==> src/rtl/fcmp_pkg.sv <==
// Shared definitions for the binary32 compare datapath: operation codes,
// field widths and classification helpers used by the core and its users.
package fcmp_pkg;

   localparam int EXP_W = 8;
   localparam int MAN_W = 23;
   localparam int FP_W  = 1 + EXP_W + MAN_W;

   typedef enum logic [1:0] {
      FCMP_EQ  = 2'b00,
      FCMP_LT  = 2'b01,
      FCMP_LE  = 2'b10,
      FCMP_RSV = 2'b11
   } fcmp_op_e;

   typedef struct packed {
      logic y;
      logic nv;
   } fcmp_res_t;

   function automatic logic is_nan(input logic [FP_W-1:0] x);
      return (x[FP_W-2 -: EXP_W] == {EXP_W{1'b1}}) && (x[MAN_W-1:0] != '0);
   endfunction

   function automatic logic is_snan(input logic [FP_W-1:0] x);
      return is_nan(x) && !x[MAN_W-1];
   endfunction

   function automatic logic is_zero(input logic [FP_W-1:0] x);
      return x[FP_W-2:0] == '0;
   endfunction

   // Maps sign-magnitude encodings onto an unsigned key whose natural order
   // matches numeric order for every non-NaN value except the two zeros.
   function automatic logic [FP_W-1:0] order_key(input logic [FP_W-1:0] x);
      return x[FP_W-1] ? ~x : {1'b1, x[FP_W-2:0]};
   endfunction

endpackage

==> src/rtl/fcmp_core.sv <==
// Combinational binary32 feq/flt/fle evaluator with invalid-operation flag.
// Subnormals compare by exact value; +0 and -0 are equal.
module fcmp_core
   import fcmp_pkg::*;
(
   input  fcmp_op_e         op,
   input  logic [FP_W-1:0]  x1,
   input  logic [FP_W-1:0]  x2,
   output logic             y,
   output logic             nv
);

   logic            any_nan;
   logic            any_snan;
   logic            both_zero;
   logic            eq;
   logic            lt;
   logic [FP_W-1:0] key1;
   logic [FP_W-1:0] key2;

   assign any_nan   = is_nan(x1)  | is_nan(x2);
   assign any_snan  = is_snan(x1) | is_snan(x2);
   assign both_zero = is_zero(x1) & is_zero(x2);
   assign key1      = order_key(x1);
   assign key2      = order_key(x2);

   // Zeros of opposite sign would otherwise order -0 below +0.
   assign eq = (x1 == x2) | both_zero;
   assign lt = !both_zero && (key1 < key2);

   always_comb begin
      y  = 1'b0;
      nv = 1'b0;
      case (op)
         FCMP_EQ: begin
            y  = !any_nan && eq;
            nv = any_snan;
         end
         FCMP_LT: begin
            y  = !any_nan && lt;
            nv = any_nan;
         end
         FCMP_LE: begin
            y  = !any_nan && (lt | eq);
            nv = any_nan;
         end
         default: begin
            y  = 1'b0;
            nv = 1'b0;
         end
      endcase
   end

endmodule

==> src/rtl/fcmp_arbiter.sv <==
// Two-requester round-robin front end sharing one fcmp_core through an
// operand stage (S1) and a result stage (S2) with full-throughput backpressure.
module fcmp_arbiter
   import fcmp_pkg::*;
#(
   parameter int TAG_W = 4
)(
   input  logic             clk,
   input  logic             rst,
   input  logic             req0_valid,
   output logic             req0_ready,
   input  logic [1:0]       req0_op,
   input  logic [31:0]      req0_x1,
   input  logic [31:0]      req0_x2,
   input  logic [TAG_W-1:0] req0_tag,
   input  logic             req1_valid,
   output logic             req1_ready,
   input  logic [1:0]       req1_op,
   input  logic [31:0]      req1_x1,
   input  logic [31:0]      req1_x2,
   input  logic [TAG_W-1:0] req1_tag,
   output logic             resp_valid,
   input  logic             resp_ready,
   output logic             resp_id,
   output logic [TAG_W-1:0] resp_tag,
   output logic             resp_y,
   output logic             resp_nv,
   output logic             busy
);

   localparam int NREQ = 2;

   logic [NREQ-1:0]  rq_valid;
   logic [NREQ-1:0]  rq_ready;
   logic [1:0]       rq_op  [NREQ];
   logic [FP_W-1:0]  rq_x1  [NREQ];
   logic [FP_W-1:0]  rq_x2  [NREQ];
   logic [TAG_W-1:0] rq_tag [NREQ];

   assign rq_valid  = {req1_valid, req0_valid};
   assign rq_op[0]  = req0_op;
   assign rq_op[1]  = req1_op;
   assign rq_x1[0]  = req0_x1;
   assign rq_x1[1]  = req1_x1;
   assign rq_x2[0]  = req0_x2;
   assign rq_x2[1]  = req1_x2;
   assign rq_tag[0] = req0_tag;
   assign rq_tag[1] = req1_tag;
   assign req0_ready = rq_ready[0];
   assign req1_ready = rq_ready[1];

   logic             rr_ptr_reg;
   logic             rr_ptr_next;
   logic             grant;
   logic             grant_valid;
   logic             adv1;
   logic             adv2;
   logic             accept;

   logic             s1_valid_reg;
   logic             s1_id_reg;
   fcmp_op_e         s1_op_reg;
   logic [FP_W-1:0]  s1_x1_reg;
   logic [FP_W-1:0]  s1_x2_reg;
   logic [TAG_W-1:0] s1_tag_reg;

   fcmp_op_e         s1_op_next;
   logic [FP_W-1:0]  s1_x1_next;
   logic [FP_W-1:0]  s1_x2_next;
   logic [TAG_W-1:0] s1_tag_next;

   logic             s2_valid_reg;
   logic             s2_id_reg;
   logic [TAG_W-1:0] s2_tag_reg;
   fcmp_res_t        s2_res_reg;
   fcmp_res_t        core_res;

   // Pipeline advance: S2 frees when empty or drained; S1 frees when S2 moves.
   assign adv2   = !s2_valid_reg | resp_ready;
   assign adv1   = !s1_valid_reg | adv2;
   assign accept = adv1 & grant_valid;

   always_comb begin
      grant_valid = |rq_valid;
      if (&rq_valid) begin
         grant = rr_ptr_reg;
      end else begin
         grant = rq_valid[1];
      end
   end

   generate
      for (genvar gi = 0; gi < NREQ; gi++) begin : g_ready
         assign rq_ready[gi] = adv1 & rq_valid[gi] & (grant == 1'(gi));
      end
   endgenerate

   always_comb begin
      rr_ptr_next = rr_ptr_reg;
      if (accept) begin
         rr_ptr_next = ~grant;
      end
   end

   always_comb begin
      s1_op_next  = fcmp_op_e'(rq_op[grant]);
      s1_x1_next  = rq_x1[grant];
      s1_x2_next  = rq_x2[grant];
      s1_tag_next = rq_tag[grant];
   end

   always_ff @(posedge clk) begin
      if (rst) begin
         rr_ptr_reg <= 1'b0;
      end else begin
         rr_ptr_reg <= rr_ptr_next;
      end
   end

   always_ff @(posedge clk) begin
      if (rst) begin
         s1_valid_reg <= 1'b0;
         s1_id_reg    <= 1'b0;
         s1_op_reg    <= FCMP_EQ;
         s1_x1_reg    <= '0;
         s1_x2_reg    <= '0;
         s1_tag_reg   <= '0;
      end else if (adv1) begin
         s1_valid_reg <= accept;
         if (accept) begin
            s1_id_reg  <= grant;
            s1_op_reg  <= s1_op_next;
            s1_x1_reg  <= s1_x1_next;
            s1_x2_reg  <= s1_x2_next;
            s1_tag_reg <= s1_tag_next;
         end
      end
   end

   fcmp_core u_core (
      .op (s1_op_reg),
      .x1 (s1_x1_reg),
      .x2 (s1_x2_reg),
      .y  (core_res.y),
      .nv (core_res.nv)
   );

   // Result payload only reloads with a real entry, so it holds while stalled.
   always_ff @(posedge clk) begin
      if (rst) begin
         s2_valid_reg <= 1'b0;
         s2_id_reg    <= 1'b0;
         s2_tag_reg   <= '0;
         s2_res_reg   <= '0;
      end else if (adv2) begin
         s2_valid_reg <= s1_valid_reg;
         if (s1_valid_reg) begin
            s2_id_reg  <= s1_id_reg;
            s2_tag_reg <= s1_tag_reg;
            s2_res_reg <= core_res;
         end
      end
   end

   assign resp_valid = s2_valid_reg;
   assign resp_id    = s2_id_reg;
   assign resp_tag   = s2_tag_reg;
   assign resp_y     = s2_res_reg.y;
   assign resp_nv    = s2_res_reg.nv;
   assign busy       = s1_valid_reg | s2_valid_reg;

endmodule

==> config.mk <==
export PLATFORM = sky130hd
export DESIGN_NAME = fcmp_arbiter
export DESIGN_NICKNAME = d
export VERILOG_FILES = /design/src/rtl/fcmp_pkg.sv /design/src/rtl/fcmp_core.sv /design/src/rtl/fcmp_arbiter.sv
export SDC_FILE = /design/constraint.sdc
export NUM_CORES = 1
export LEC_CHECK = 0
export BUFFER_PORTS_ARGS = -buffer_cell sky130_fd_sc_hd__buf_2
export CAP_MARGIN = 5
export CORE_MARGIN = 3
export CORE_UTILIZATION = 28
export DETAILED_ROUTE_END_ITERATION = 8
export PLACE_DENSITY = 0.53
export SETUP_SLACK_MARGIN = 0.15
export SYNTH_ARGS = -nofsm -noshare
export SYNTH_HDL_FRONTEND = slang
export SYNTH_SLANG_ARGS = --single-unit
export TNS_END_PERCENT = 10
==> constraint.sdc <==
create_clock -name clk -period 5.43 [get_ports clk]
set_clock_uncertainty 0.2 [all_clocks]
set_input_delay 1.086 -clock clk [delete_from_list [all_inputs] [get_ports clk]]
set_output_delay 1.086 -clock clk [all_outputs]
set_load 0.01 [all_outputs]
==> reports/metrics.cfg <==
[floorplanning]
ios=156
start_util=0.288
core_um2=16700
fp.dieArea_um2=18800
num_rows=47
die_w_um=137
die_height_um=137

[critical_path]
cp_max_fo=72
crit_family=buffers and inverters
path_cells=buf_2, nor2b_1, nand2_1, and3_2, buf_4, buf_2
crit_end=req1_ready
r2r-end=resp_y$_SDFFE_PP0P_
crit_path_max_incr_delay_ps=570
r2r_setup_slack_ps=2210
worst-r2r-cell-count=8
path_buf_inv=3
rr_startpoint=s1_x1_reg[31]$_SDFFE_PP0P_
critical_path_required_ps=4140
worst-path-stages=6
arrival_ps=2410
crit_type=input port to output port
cp_slowest_cell=buf_4
worstSetupStartpointType=input port
crit_path_end_kind=output port
crit_top_cell=buf_2
critPathLaunch=resp_ready

[clock_network]
clock_latency_ps=340
post_cts_buffers=0
clock-root-buffer=clkbuf_16
cts_resized=0
cts_tree=done
cts.path.max_buffers=2
htree_levels=3
clock_sinks=81
cts_buffers=9
holdBufCountCts=0
clkTransAtPathRegs_ps=60

[finish]
drive_gt1_frac=0.280
fill_cells=1772
final_common_cell=buf_2
nets=832
fin_area_um2=5990
antenna_cells=0
mostFrequentLayoutCells=155 x buf_2, 85 x nor2_1, 79 x dfxtp_1, 70 x a222oi_1, 62 x xnor2_1
area_growth_pct=24.3

[flow_run]
maxCapViolCount=0

[sta]
tightest_slew_ps=1010
worst_hold_slack_ps=257
slew_headroom=0.328
period_share=0.681
fmax_mhz=270
setup_viol=0
setup-tns-final_ps=0
slew_viol_final=0
report.final.hold_viol_count=0
period_minus_slack_ps=3700
rsz0062_at_grt=no

[logic_synthesis]
syn_nets=703
synth_edf_count=0
synth_cells=523
synth_top_area_share=0.337
ys_ff_latch=81
netlist_area_um2=4820
synth-simple-area-share=0.151
synthDistinctLibCells=36
synth_compound_area_frac=0.198
async_flop_share=0
yosys_warnings=0
synth_mux_area_frac=0.0104
synth_area_leaders=dfxtp_1 34%, a222oi_1 15%, xnor2_1 11%, ha_1 9.1%, nor2_1 6.6%
synth_top_family_by_area=compound AO/OA/AOI/OAI gates
synth_ff_type=dfxtp_1
synthXorXnorAreaFrac=0.169
yosysTopAreaCell=dfxtp_1
synthAdderAreaFrac=0.0909
yosysSeqAreaShare=0.337
avgSynthCellArea_um2=9.21

[drt]
vias=4655
drt_first_pass_iters=8
wirelength_um=15000
via_per_inst=5.31
drc_errors=0
first_iter_violations=471
wl_per_cell_um=17.1
postRouteAntennaNets=0

[grt]
grt_pass1_vias=4652
grt_max_degree=73
grtUsageTotal=0.158
antenna_found_initial=0
grt_overflow=0
grt_pass1_wl_um=23100

[pwr]
p_leak_nw=2.55
ir_drop_mv=0.152
pwr_density_cell_nw_per_um2=286

[placement]
gp_congestion=0.848
portBuffers=155
dpl.hpwl_um=11300
placed_cell_area_um2=5720

[status]
outcome=finished, final reports clean

[min_path]
hold_path_class=register to register

## layout make-up
type | instances | area [um2] | share of cell area
Timing Repair Buffer | 159 | 806 | 0.135
Tap cell | 220 | 275 | 0.0460
Inverter | 6 | 22.5 | 0.00376
Clock buffer | 10 | 229 | 0.0382
Multi-Input combinational cell | 395 | 3000 | 0.500
Sequential cell | 81 | 1620 | 0.271
Clock inverter | 6 | 35.0 | 0.00585
## synthesized netlist by cell type, types with 4 or more instances
master    count
mux2i_1       5
xnor2_1      62
ha_1         35
a222oi_1     70
dfxtp_1      81
xor2_1       31
a21oi_1      18
o21ai_1       5
nand2_1      13
inv_1         6
nor2_1       85
nor4_1       14
a21o_1        5
clkbuf_1     24
buf_2        12
nand3_1       4
nand4_1      18
## where the power goes
part	total [mW]	internal (mW)	switching, mW
clock network	0.539	0.306	0.233
logic	0.449	0.229	0.220
registers	0.724	0.639	0.0850
## through the flow
stage	instances	setup slack [ps]	power, mW	utilization
2_1_floorplan	523	2310	1.03	-
3_3_place_gp	861	1780	1.17	0.343
3_5_place_dp	861	1740	1.19	0.343
4_1_cts	877	1740	1.73	0.359
5_1_grt	877	1620	1.83	0.359
6_report	877	1730	1.71	0.359
## worst min-delay path by stage
stage                                     endpoint  cells past startpoint                       start  slack [ps]
final                         resp_nv$_SDFFE_PP0P_                      2        resp_nv$_SDFFE_PP0P_         260
after global routing      resp_tag[2]$_SDFFE_PP0P_                      2  s1_tag_reg[2]$_SDFFE_PP0P_         320
after CTS                     resp_nv$_SDFFE_PP0P_                      2        resp_nv$_SDFFE_PP0P_         260
after detailed placement      resp_nv$_SDFFE_PP0P_                      2        resp_nv$_SDFFE_PP0P_         250
after global placement        resp_nv$_SDFFE_PP0P_                      2        resp_nv$_SDFFE_PP0P_         250
after floorplan             s1_id_reg$_SDFFE_PP0P_                      2      s1_id_reg$_SDFFE_PP0P_         260
## routing by layer
layer	GRT usage	routed length [um]
met1	0.194	6420
met2	0.272	7430
met3	0.0371	960
met4	0.0527	181
met5	0	0
## cell families (layout without fill, tap and decap cells)
family	Yosys count	count (layout)
compound gates	110	110
buf+inv	47	181
simple gates	152	152
fa+ha+maj	35	35
xor+xnor	93	93
mux	5	5
flops	81	81
## worst min-delay path: stages, from the launching register on
cell	delay, ps
dfxtp_1	310
nand2_1	50
a21oi_1	50
Note: power is estimated with default switching activity, not from simulation.
